File: config.mk
export PLATFORM = sky130hd
export DESIGN_NAME = ad9680_capture_ctrl
export DESIGN_NICKNAME = d
export VERILOG_FILES = /design/src/rtl/ad9680_capture_pkg.sv /design/src/rtl/ad9680_trig_detect.sv /design/src/rtl/ad9680_capture_ctrl.sv
export SDC_FILE = /design/constraint.sdc
export NUM_CORES = 1
export LEC_CHECK = 0
export CORE_ASPECT_RATIO = 0.9
export CORE_UTILIZATION = 40
export CTS_CLUSTER_DIAMETER = 50
export CTS_CLUSTER_SIZE = 40
export DETAILED_ROUTE_END_ITERATION = 8
export PLACE_DENSITY = 0.88
export SYNTH_ARGS = -nofsm -noshare
export SYNTH_HDL_FRONTEND = slang
export SYNTH_SLANG_ARGS = --single-unit
File: constraint.sdc
create_clock -name rx_clk -period 2.14 [get_ports rx_clk]
set_clock_uncertainty 0.05 [all_clocks]
set_input_delay 0.535 -clock rx_clk [delete_from_list [all_inputs] [get_ports rx_clk]]
set_output_delay 0.535 -clock rx_clk [all_outputs]
set_load 0.005 [all_outputs]
File: src/rtl/ad9680_capture_pkg.sv
`default_nettype none
// ============================================================================
//  Module      : ad9680_capture_pkg
//  Description : Shared constants for the AD9680 capture sequencer:
//                FSM state encodings and trigger-mode codes.
//  Revision    : 1.0 - initial release
// ============================================================================
package ad9680_capture_pkg;

    // Sequencer states
    localparam logic [2:0] c_st_idle    = 3'd0;
    localparam logic [2:0] c_st_armed   = 3'd1;
    localparam logic [2:0] c_st_holdoff = 3'd2;
    localparam logic [2:0] c_st_capture = 3'd3;
    localparam logic [2:0] c_st_done    = 3'd4;

    // Trigger modes (code 3 behaves like immediate)
    localparam logic [1:0] c_trig_immediate = 2'd0;
    localparam logic [1:0] c_trig_edge      = 2'd1;
    localparam logic [1:0] c_trig_level     = 2'd2;
    localparam logic [1:0] c_trig_imm_alt   = 2'd3;

endpackage : ad9680_capture_pkg
`default_nettype wire

File: src/rtl/ad9680_trig_detect.sv
`default_nettype none
// ============================================================================
//  Module      : ad9680_trig_detect
//  Description : Trigger decode for the capture sequencer. Keeps a one-cycle
//                delayed copy of ext_trig for rising-edge detection and
//                decodes the latched trigger mode into a single trig_hit.
//  Ports       : rx_clk, rx_resetn   - clock, sync active-low reset
//                ext_trig            - external trigger (rx_clk domain)
//                trig_mode           - latched trigger mode
//                trig_hit            - trigger condition true this cycle
//  Revision    : 1.0 - initial release
// ============================================================================
module ad9680_trig_detect
    import ad9680_capture_pkg::*;
(
    input  logic       rx_clk,
    input  logic       rx_resetn,
    input  logic       ext_trig,
    input  logic [1:0] trig_mode,
    output logic       trig_hit
);

    logic r_ext_trig_q;

    // Resets high so a trigger already asserted out of reset is not an edge.
    always_ff @(posedge rx_clk) begin
        if (!rx_resetn) begin
            r_ext_trig_q <= 1'b1;
        end else begin
            r_ext_trig_q <= ext_trig;
        end
    end

    always_comb begin
        trig_hit = 1'b1;
        case (trig_mode)
            c_trig_edge:  trig_hit = ext_trig & ~r_ext_trig_q;
            c_trig_level: trig_hit = ext_trig;
            default:      trig_hit = 1'b1;
        endcase
    end

endmodule : ad9680_trig_detect
`default_nettype wire

File: src/rtl/ad9680_capture_ctrl.sv
`default_nettype none
// ============================================================================
//  Module      : ad9680_capture_ctrl
//  Description : Capture sequencer between the AD9680 JESD204 ADC core and
//                the DMA write port. Arms on ctrl_start, waits for a trigger,
//                drops cfg_holdoff beats, then forwards cfg_len+1 beats.
//  Ports       : rx_clk, rx_resetn         - clock, sync active-low reset
//                cfg_*                     - capture configuration
//                ctrl_start / ctrl_abort   - one-cycle control pulses
//                ext_trig                  - external trigger
//                in_* / out_*              - ADC core in, DMA out (2 channels)
//                dma_dovf / core_dovf      - overflow in / passthrough
//                busy, done, ovf           - status
//                beat_count                - beats forwarded this capture
//  Revision    : 1.0 - initial release
// ============================================================================
module ad9680_capture_ctrl
    import ad9680_capture_pkg::*;
#(
    parameter int LEN_WIDTH     = 16,
    parameter int HOLDOFF_WIDTH = 8,
    parameter int DATA_WIDTH    = 64
) (
    input  logic                     rx_clk,
    input  logic                     rx_resetn,
    input  logic [LEN_WIDTH-1:0]     cfg_len,
    input  logic [1:0]               cfg_trig_mode,
    input  logic [HOLDOFF_WIDTH-1:0] cfg_holdoff,
    input  logic                     cfg_continuous,
    input  logic                     ctrl_start,
    input  logic                     ctrl_abort,
    input  logic                     ext_trig,
    input  logic                     in_enable_0,
    input  logic                     in_enable_1,
    input  logic                     in_valid_0,
    input  logic                     in_valid_1,
    input  logic [DATA_WIDTH-1:0]    in_data_0,
    input  logic [DATA_WIDTH-1:0]    in_data_1,
    output logic                     out_enable_0,
    output logic                     out_enable_1,
    output logic                     out_valid_0,
    output logic                     out_valid_1,
    output logic [DATA_WIDTH-1:0]    out_data_0,
    output logic [DATA_WIDTH-1:0]    out_data_1,
    input  logic                     dma_dovf,
    output logic                     core_dovf,
    output logic                     busy,
    output logic                     done,
    output logic                     ovf,
    output logic [LEN_WIDTH-1:0]     beat_count
);

    // Latched configuration
    logic [LEN_WIDTH-1:0]     r_len;
    logic [1:0]               r_mode;
    logic [HOLDOFF_WIDTH-1:0] r_holdoff;
    logic                     r_cont;

    logic [2:0]               r_state;
    logic [2:0]               w_state_nxt;
    logic [HOLDOFF_WIDTH-1:0] r_hold_cnt;
    logic [LEN_WIDTH-1:0]     r_beat_count;
    logic                     r_ovf;
    logic                     r_busy;
    logic                     r_done;

    logic                     w_beat;
    logic                     w_forward;
    logic                     w_trig_hit;

    assign w_beat    = in_valid_0 | in_valid_1;
    assign w_forward = (r_state == c_st_capture) & ~ctrl_abort;

    assign core_dovf  = dma_dovf;
    assign busy       = r_busy;
    assign done       = r_done;
    assign ovf        = r_ovf;
    assign beat_count = r_beat_count;

    ad9680_trig_detect u_trig_detect (
        .rx_clk    (rx_clk),
        .rx_resetn (rx_resetn),
        .ext_trig  (ext_trig),
        .trig_mode (r_mode),
        .trig_hit  (w_trig_hit)
    );

    // Next-state decode; abort overrides every transition including start.
    always_comb begin
        w_state_nxt = r_state;
        if (ctrl_abort) begin
            w_state_nxt = c_st_idle;
        end else begin
            case (r_state)
                c_st_idle: begin
                    if (ctrl_start) w_state_nxt = c_st_armed;
                end
                c_st_armed: begin
                    if (w_trig_hit) begin
                        w_state_nxt = (r_holdoff != '0) ? c_st_holdoff : c_st_capture;
                    end
                end
                c_st_holdoff: begin
                    if (w_beat && (r_hold_cnt == HOLDOFF_WIDTH'(1))) w_state_nxt = c_st_capture;
                end
                c_st_capture: begin
                    if (w_beat && (r_beat_count == r_len)) w_state_nxt = c_st_done;
                end
                c_st_done: begin
                    w_state_nxt = r_cont ? c_st_armed : c_st_idle;
                end
                default: w_state_nxt = c_st_idle;
            endcase
        end
    end

    always_ff @(posedge rx_clk) begin
        if (!rx_resetn) begin
            r_state      <= c_st_idle;
            r_len        <= '0;
            r_mode       <= c_trig_immediate;
            r_holdoff    <= '0;
            r_cont       <= 1'b0;
            r_hold_cnt   <= '0;
            r_beat_count <= '0;
            r_ovf        <= 1'b0;
            r_busy       <= 1'b0;
            r_done       <= 1'b0;
            out_enable_0 <= 1'b0;
            out_enable_1 <= 1'b0;
            out_valid_0  <= 1'b0;
            out_valid_1  <= 1'b0;
            out_data_0   <= '0;
            out_data_1   <= '0;
        end else begin
            r_state <= w_state_nxt;
            r_busy  <= (w_state_nxt != c_st_idle);
            r_done  <= (w_state_nxt == c_st_done);

            out_enable_0 <= in_enable_0;
            out_enable_1 <= in_enable_1;
            out_valid_0  <= in_valid_0 & in_enable_0 & w_forward;
            out_valid_1  <= in_valid_1 & in_enable_1 & w_forward;
            out_data_0   <= in_data_0;
            out_data_1   <= in_data_1;

            // Overflow is observed even in an abort cycle; the capture itself
            // is not stopped by it.
            if ((r_state == c_st_capture) && dma_dovf) r_ovf <= 1'b1;

            if (!ctrl_abort) begin
                case (r_state)
                    c_st_idle: begin
                        if (ctrl_start) begin
                            r_len        <= cfg_len;
                            r_mode       <= cfg_trig_mode;
                            r_holdoff    <= cfg_holdoff;
                            r_cont       <= cfg_continuous;
                            r_ovf        <= 1'b0;
                            r_beat_count <= '0;
                        end
                    end
                    c_st_armed: begin
                        if (w_trig_hit) r_hold_cnt <= r_holdoff;
                    end
                    c_st_holdoff: begin
                        if (w_beat) r_hold_cnt <= r_hold_cnt - HOLDOFF_WIDTH'(1);
                    end
                    c_st_capture: begin
                        if (w_beat) r_beat_count <= r_beat_count + LEN_WIDTH'(1);
                    end
                    c_st_done: begin
                        // Re-arm starts a fresh count but keeps sticky overflow.
                        if (r_cont) r_beat_count <= '0;
                    end
                    default: ;
                endcase
            end
        end
    end

endmodule : ad9680_capture_ctrl
`default_nettype wire

==> results.txt, run 1 <==
----------------------------------------------------
[Cells and area]
  P&R area growth vs syn ... 62.92%
  Final core utilization ... between 60% and 70%
  Proportion of layout cells with a drive suffix above 1 ... just under 8%
  Net count reported at finish ... around 1,100
  Fillcell total ... ~1,200
  Count of antenna diodes in the layout ... 0

[Clock tree]
  TritonCTS clock tree ... built
  Number of buffers on the longest clock path ... 2
  Num CTS Buffers ... 17
  Clk Latency, worst-skew pair ... ~420 ps
  Clock slew seen by the registers of the worst setup and hold paths ... ~70 ps
  Clock Sinks ... 190
  Master cell of the clock root buffer ... clkbuf_16
  Number of buffers added to fix hold violations after cts ... 0
  H-Tree Level Count ... 4

[Yosys]
  Mean instance size in the synthesized netlist ... roughly 10 µm²
  Share of the synthesized area in compound gates (AO/OA/AOI/OAI) ... under 10%
  Simple-Gate Fraction of Synth Area ... ~26%
  Sequential share of the synthesized area ... about three fifths
  Post-Synth XOR/XNOR Area ... between 3 and 4%
  Count of yosys warnings during synthesis ... 0
  Main synth FF type ... dfxtp_1
  Mux contribution to synthesized area ... 0.3065%
  Cell Area, Synth ... 6533 µm²
  Mapped Cells ... 639
  Number of synthesized register bits ... between 150 and 200
  Post-synthesis net count ... just over 800
  Main combinational cell family by area after synthesis ... simple AND/OR/NAND/NOR gates
  Number of synthesized flops with an enable pin ... 0
  Count of cell types in the netlist ... between 50 and 60
  Asr flop ratio synth ... 0%
  Adder and majority cell fraction of the synthesized area ... 0.9577%

[Global route]
  Most congested layer reported by global routing ... met2
  Global-route wire length before repair ... approximately 27 mm
  Met2 demand-to-capacity share in global routing ... 35.69%
  Met1 demand-to-capacity share in global routing ... a little under a quarter
  Maximum number of pins on one net before global-route repair ... between 90 and 100
  Number of global-route vias before repair ... about 5,400
  Total Routing Usage GR ... roughly a fifth
  Antenna violations before repair ... 0
  Met3 layer usage reported by global route ... 8.815%
  Overflow after GRT ... 0

[Placed design]
  Quantity of I/O buffers inserted on ports ... around 320
  Routability Congestion ... approximately 0.81
  DP Wirelength ... approximately 13 mm
  Placement-stage worst setup slack ... -199.8 ps

[Routing]
  Total routed wirelength ... between 15 and 20 mm
  Via count of the routed design ... between 5,000 and 6,000
  Vias per Instance ... 4.681
  Iter 0 DRT Violations ... around 360
  Post-route DRC violation count ... 0
  Detailed-router iteration count before antenna repair ... 5
  Routed wire per std cell ... 14.85 µm
  DRT antenna net count ... 0

[Worst setup path]
  Slowest stage cell, crit path ... clkdlybuf4s50_1
  Cells traversed along the worst timing path ... clkdlybuf4s50_1
  Flop-to-flop setup slack ... 250 ps
  Data arrival time at the worst-slack endpoint ... roughly 1500 ps
  Worst path top cell family by delay ... buffers and inverters
  Crit path max fanout ... 7
  Nature of the critical path startpoint ... flop
  Stages on worst setup path ... 1
  Max stage delay on crit path ... approximately 560 ps
  Beginning of the worst register-to-register path ... r_mode[1]
  Number of cell instances on the worst register-to-register path ... 8
  Required arrival time at the worst endpoint ... 1550 ps
  Number of buffer and inverter stages on the critical path ... 1
  Kind of end point of the critical path ... output port
  CP Class ... reg2out
  End of the worst register-to-register path ... r_hold_cnt[0]

[Timing]
  Setup slack of the critical path after layout ... between 70 and 80 ps
  Unrepaired setup endpoints after global routing ... no
  Fmax ... between 400 and 500 MHz
  Final sum of negative setup slack ... 0 ps
  Tightest slew margin relative to the limit ... between 50% and 60%
  Final worst-path cycle share ... a little over nine tenths
  Post-route worst hold slack ... between 300 and 400 ps
  Number of slew-limit violations in the final report ... 0
  Slew @ Worst Pin ... between 600 and 700 ps
  Shortest clock period the worst path allows after layout ... slightly above 2000 ps
  Count of endpoints failing setup in the final report ... 0
  Number of hold violations in the final report ... 0

[Power]
  Power density relative to cell area ... around 740 nW/µm²
  Cell leakage power ... roughly 4 nW
  Maximum resistive drop on vdd ... 681.6 µV

[Floorplanning]
  FP Rows ... between 40 and 50
  Area inside the core boundary ... around 16,000 µm²
  Die outline height ... 123.2 µm
  Width of the die ... approximately 140 µm
  Overall die area ... 16,850 µm²
  Io pins ... approximately 320
  Effective utilization at floorplan ... between 40% and 50%

[Flow run]
  Maxcap violations ... 0

[Outcome]
  Status ... completed

[Worst hold path]
  Hold Crit Endpoint ... ovf
  Kind of path behind the tightest hold check ... in2reg
  Worst Min Path Start ... rx_resetn
  Hold Path Cell Cnt ... 2

----------------------------------------------------
==> cell usage in the layout (no fill, tap or decap), types with 4 or more instances in the layout <==
| cell type | netlist | final |
|---|---|---|
| clkbuf_16 | 0 | 17 |
| inv_1 | 8 | 8 |
| nor4_1 | 5 | 5 |
| buf_12 | 0 | 6 |
| ha_1 | 5 | 5 |
| nor2_1 | 30 | 30 |
| and2_1 | 131 | 131 |
| nor3_1 | 11 | 11 |
| nand3_1 | 6 | 6 |
| xnor2_1 | 25 | 25 |
| xor2_1 | 4 | 4 |
| a21oi_1 | 7 | 7 |
| buf_4 | 2 | 21 |
| dfxtp_1 | 190 | 189 |
| clkdlybuf4s50_1 | 0 | 314 |
| a21boi_0 | 27 | 27 |
| o21ai_0 | 8 | 8 |
| nand4_1 | 9 | 9 |
| nand2_1 | 80 | 80 |
==> power by group <==
part	internal (mW)	switching, mW	total [mW]
Clock	1.80	1.35	3.15
Sequential	3.70	0.0666	3.77
Combinational	0.654	0.319	0.974
==> routing by layer <==
layer	share of wire (%)	wire, µm
met4	0.97	170
met5	0	0
met1	39	6742
met3	9.8	1717
met2	51	8860
==> sequential cells by signal (all words and copies together) (netlist names) <==
name and count:
out_data_1 64, r_holdoff 8, u_trig_detect.r_ext_trig_q 1, out_valid_1 1, r_len 16, ovf 1
beat_count 16, r_cont 1, out_enable_0 1, r_state 3, busy 1, done 1
r_mode 2, out_enable_1 1, r_hold_cnt 8, out_data_0 64, out_valid_0 1
==> stage by stage <==
step / total power, mW / instances / instance area (µm²)
2_1_floorplan: 4.134 / 639 / 6533
3_3_place_gp: 4.794 / 1146 / 10050
3_5_place_dp: 4.818 / 1146 / 10050
4_1_cts: 7.978 / 1178 / 10640
5_1_grt: 8.239 / 1178 / 10640
6_report: 7.894 / 1178 / 10640
==> worst max-delay path by stage <==
stage / from / to / slack (ps)
after CTS: beat_count[7] / beat_count[7] / 40
final: beat_count[2] / beat_count[2] / 70
after detailed placement: ctrl_start / beat_count[8] / -200
after floorplan: r_mode[1] / r_hold_cnt[6] / 290
after global placement: ctrl_start / beat_count[8] / -150
after global routing: beat_count[2] / beat_count[2] / 9
==> cells in the mapped netlist (3+ instances only) <==
cell type / count / area share [%]
buf_2: 6 / 0.46
o21ai_0: 8 / 0.61
nand3_1: 6 / 0.46
inv_1: 8 / 0.46
xnor2_1: 25 / 3.4
nor2_1: 30 / 1.7
a21oi_1: 7 / 0.54
nand2_1: 80 / 4.6
clkbuf_1: 24 / 1.4
dfxtp_1: 190 / 58
nand4_1: 9 / 0.86
xor2_1: 4 / 0.54
ha_1: 5 / 0.96
nand2b_1: 3 / 0.29
nor3_1: 11 / 0.84
o211ai_1: 3 / 0.34
nor4_1: 5 / 0.48
nor4_4: 3 / 0.98
nor2b_1: 3 / 0.29
a21boi_0: 27 / 3.1
o22ai_1: 3 / 0.29
and2_1: 131 / 13
buf_1: 3 / 0.17
==> cells by family (layout without fill, tap and decap cells) <==
kind of cell / after synthesis / after routing
simple gates: 300 / 300
flops: 190 / 190
compound gates: 68 / 68
buf+inv: 45 / 382
xor+xnor: 29 / 29
fa+ha+maj: 5 / 5
mux: 2 / 2
==> what timing repair did <==
action	CTS	global route
setup endpoints to repair	0	2
endpoints found under the hold margin	0	0
buffers inserted	0	0
gates resized for setup	0	2
==> area by class of cell <==
| class | instances | area, µm² | area share (%) |
|---|---|---|---|
| tap | 202 | 252.7 | 2.375 |
| multi-input combinational | 404 | 2530 | 23.77 |
| clock inverter | 11 | 131.4 | 1.234 |
| inverter | 8 | 30.03 | 0.2822 |
| timing repair buffer | 342 | 3433 | 32.26 |
| sequential | 190 | 3805 | 35.75 |
| clock buffer | 21 | 460.4 | 4.326 |
Power figures use the tool's default switching activity.
==> run 2, diff against run 1 <==
--- a/config.mk
+++ b/config.mk
@@ -5,8 +5,10 @@
 export SDC_FILE = /design/constraint.sdc
 export NUM_CORES = 1
 export LEC_CHECK = 0
+export CELL_PAD_IN_SITES_DETAIL_PLACEMENT = 0
+export CELL_PAD_IN_SITES_GLOBAL_PLACEMENT = 1
 export CORE_ASPECT_RATIO = 0.9
-export CORE_UTILIZATION = 40
+export CORE_UTILIZATION = 29
 export CTS_CLUSTER_DIAMETER = 50
 export CTS_CLUSTER_SIZE = 40
 export DETAILED_ROUTE_END_ITERATION = 8
==> run 2 against run 1 <==
  * Non-clock buffer count down 10
  * Register-to-register slack lost 50 ps
  * Worst setup slack worse by 6.8 ps
==> results.txt, run 2 (synthesized netlist as in run 1, its figures left out) <==
----------------------------------------------------
[Outcome]
  Status ... completed

[Worst setup path]
  Crit path max fanout ... 8 (+1)
  Cells traversed along the worst timing path ... clkdlybuf4s50_1
  Flop-to-flop setup slack ... 200 ps (-50 ps)
  Nature of the critical path startpoint ... flop
  Max stage delay on crit path ... 560 ps (about the same)
  Beginning of the worst register-to-register path ... r_state[0]
  Required arrival time at the worst endpoint ... 1550 ps (about the same)
  Data arrival time at the worst-slack endpoint ... 1490 ps (about the same)
  Number of buffer and inverter stages on the critical path ... 1 (unchanged)
  Number of cell instances on the worst register-to-register path ... 4 (-4)
  CP Class ... reg2out
  End of the worst register-to-register path ... beat_count[7]
  Worst path top cell family by delay ... buffers and inverters
  Slowest stage cell, crit path ... clkdlybuf4s50_1
  Kind of end point of the critical path ... output port
  Timing startpoint of the critical path ... beat_count[7]

[Clock tree]
  Number of gates resized after cts ... 1 (+1)
  Number of buffers added to fix hold violations after cts ... 0 (unchanged)
  Number of buffers on the longest clock path ... 2 (unchanged)
  Clock Sinks ... 190 (unchanged)
  Master cell of the clock root buffer ... clkbuf_16
  Number of buffers inserted by post-CTS setup repair ... 0 (unchanged)
  Num CTS Buffers ... 17 (unchanged)
  TritonCTS clock tree ... built
  H-Tree Level Count ... 4 (unchanged)
  Clk Latency, worst-skew pair ... 430 ps (about the same)
  Clock slew seen by the registers of the worst setup and hold paths ... 70 ps (about the same)

[Cells and area]
  Largest registers ranked by flip-flop count ... out_data_0: 64 flops, out_data_1: 64 flops
  Proportion of layout cells with a drive suffix above 1 ... 7.047% (-0.64 points)
  Net count reported at finish ... 1,123 (-0.88%)
  Leading cell type in the layout, fill and taps excluded ... clkdlybuf4s50_1
  Leading cell types in the layout, fill and taps excluded ... 314 x clkdlybuf4s50_1, 187 x dfxtp_1, 131 x and2_1
  P&R area growth vs syn ... 63.09%
  Fillcell total ... 2,045 (+77%)

[Floorplanning]
  Overall die area ... 23,130 µm² (+37%)
  Die outline height ... 144.4 µm (+17%)
  Area inside the core boundary ... 21,890 µm² (+39%)
  Io pins ... 317 (unchanged)
  Width of the die ... 160.2 µm (+17%)
  FP Rows ... 51 (+19%)
  Effective utilization at floorplan ... 29.85% (-12 points)

[Routing]
  Vias per Instance ... 4.257 (-9.1%)
  Post-route DRC violation count ... 0 (unchanged)
  Total routed wirelength ... 17.87 mm (+2.2%)
  Routed wire per std cell ... 14.22 µm (-4.2%)
  Detailed-router iteration count before antenna repair ... 4 (-1)
  DRT antenna net count ... 0 (unchanged)
  Iter 0 DRT Violations ... 243 (-33%)
  Via count of the routed design ... 5,351 (-3.0%)

[Power]
  Pwr Total ... 7.734 mW (-2.0%)
  Maximum resistive drop on vdd ... 422.1 µV (-38%)
  Cell leakage power ... 4.027 nW (-1.6%)
  Power density relative to cell area ... 725.9 nW/µm² (-2.1%)

[Timing]
  Setup slack of the critical path after layout ... 68.21 ps (-6.757 ps)
  Shortest clock period the worst path allows after layout ... 2072 ps (+6.757 ps)
  Number of slew-limit violations in the final report ... 0 (unchanged)
  Final worst-path cycle share ... 96.81% (+0.32 points)
  Tightest slew margin relative to the limit ... 74.41% (+15 points)
  Number of hold violations in the final report ... 0 (unchanged)
  Count of endpoints failing setup in the final report ... 0 (unchanged)
  Unrepaired setup endpoints after global routing ... no
  Final sum of negative setup slack ... 0 ps (unchanged)
  Slew @ Worst Pin ... 383.4 ps (-225.1 ps)
  Fmax ... 482.7 MHz (-0.33%)

[Global route]
  Global-route wire length before repair ... 27.30 mm (+1.2%)
  Number of global-route vias before repair ... 5,202 (-4.0%)
  Overflow after GRT ... 0 (unchanged)
  Antenna violations before repair ... 4 (+4)
  Total Routing Usage GR ... 15.34% (-5.5 points)
  Maximum number of pins on one net before global-route repair ... 85 (-12%)

[Worst hold path]
  Hold Crit Endpoint ... u_trig_detect.r_ext_trig_q
  Hold Path Cell Cnt ... 2 (unchanged)
  Kind of path behind the tightest hold check ... in2reg
  Worst Min Path Start ... rx_resetn

[Placed design]
  Placement-stage worst setup slack ... -214.0 ps (-14.17 ps)
  Quantity of I/O buffers inserted on ports ... 316 (unchanged)
  DP Wirelength ... 13.51 mm (+5.4%)
  Routability Congestion ... 0.8138 (about the same)

[Flow run]
  Maxcap violations ... 0 (unchanged)

----------------------------------------------------
## run 2: metrics by stage
step	instance area, µm²	hold slack (ps)	instances	utilization [%]
2_1_floorplan	6533	393.2	639	-
3_3_place_gp	10080	413.6	1225	46.07
3_5_place_dp	10080	419.8	1225	46.07
4_1_cts	10650	405.1	1256	48.64
5_1_grt	10650	425.7	1256	48.67
6_report	10650	422.6	1257	48.68
## run 2: routing by layer
layer	vias to the layer above	track usage [%]	share of wire (%)
met5	-	0	0.22
li1	2707	-	-
met1	2441	17.11	41
met2	176	25.70	49
met3	21	7.026	8.5
met4	6	5.764	1.5
## run 2: layout make-up
type / count / area, µm² / share of cell area, %
Clock inverter: 14 / 136.4 / 1.280
Clock buffer: 17 / 425.4 / 3.993
Timing Repair Buffer: 332 / 3358 / 31.52
Tap cell: 291 / 364.1 / 3.417
Sequential cell: 190 / 3807 / 35.74
Antenna cell: 1 / 2.502 / 0.02349
Inverter: 8 / 30.03 / 0.2819
Multi-Input combinational cell: 404 / 2530 / 23.75
## run 2: worst max path at each step
stage | slack, ps | endpoint | depth (start not counted)
6_report | 70 | beat_count[7] | 1
5_1_grt | 0.4 | beat_count[7] | 1
4_1_cts | 8 | core_dovf | 2
3_5_place_dp | -210 | beat_count[13] | 6
3_3_place_gp | -200 | beat_count[13] | 6
2_1_floorplan | 290 | r_hold_cnt[6] | 8
## run 2: power breakdown
part           leakage, nW  switching [mW]  internal, mW  total [mW]
Clock                0.266            1.49          1.53        3.02
Sequential            1.57          0.0617          3.70        3.76
Combinational         2.19           0.311         0.646       0.957
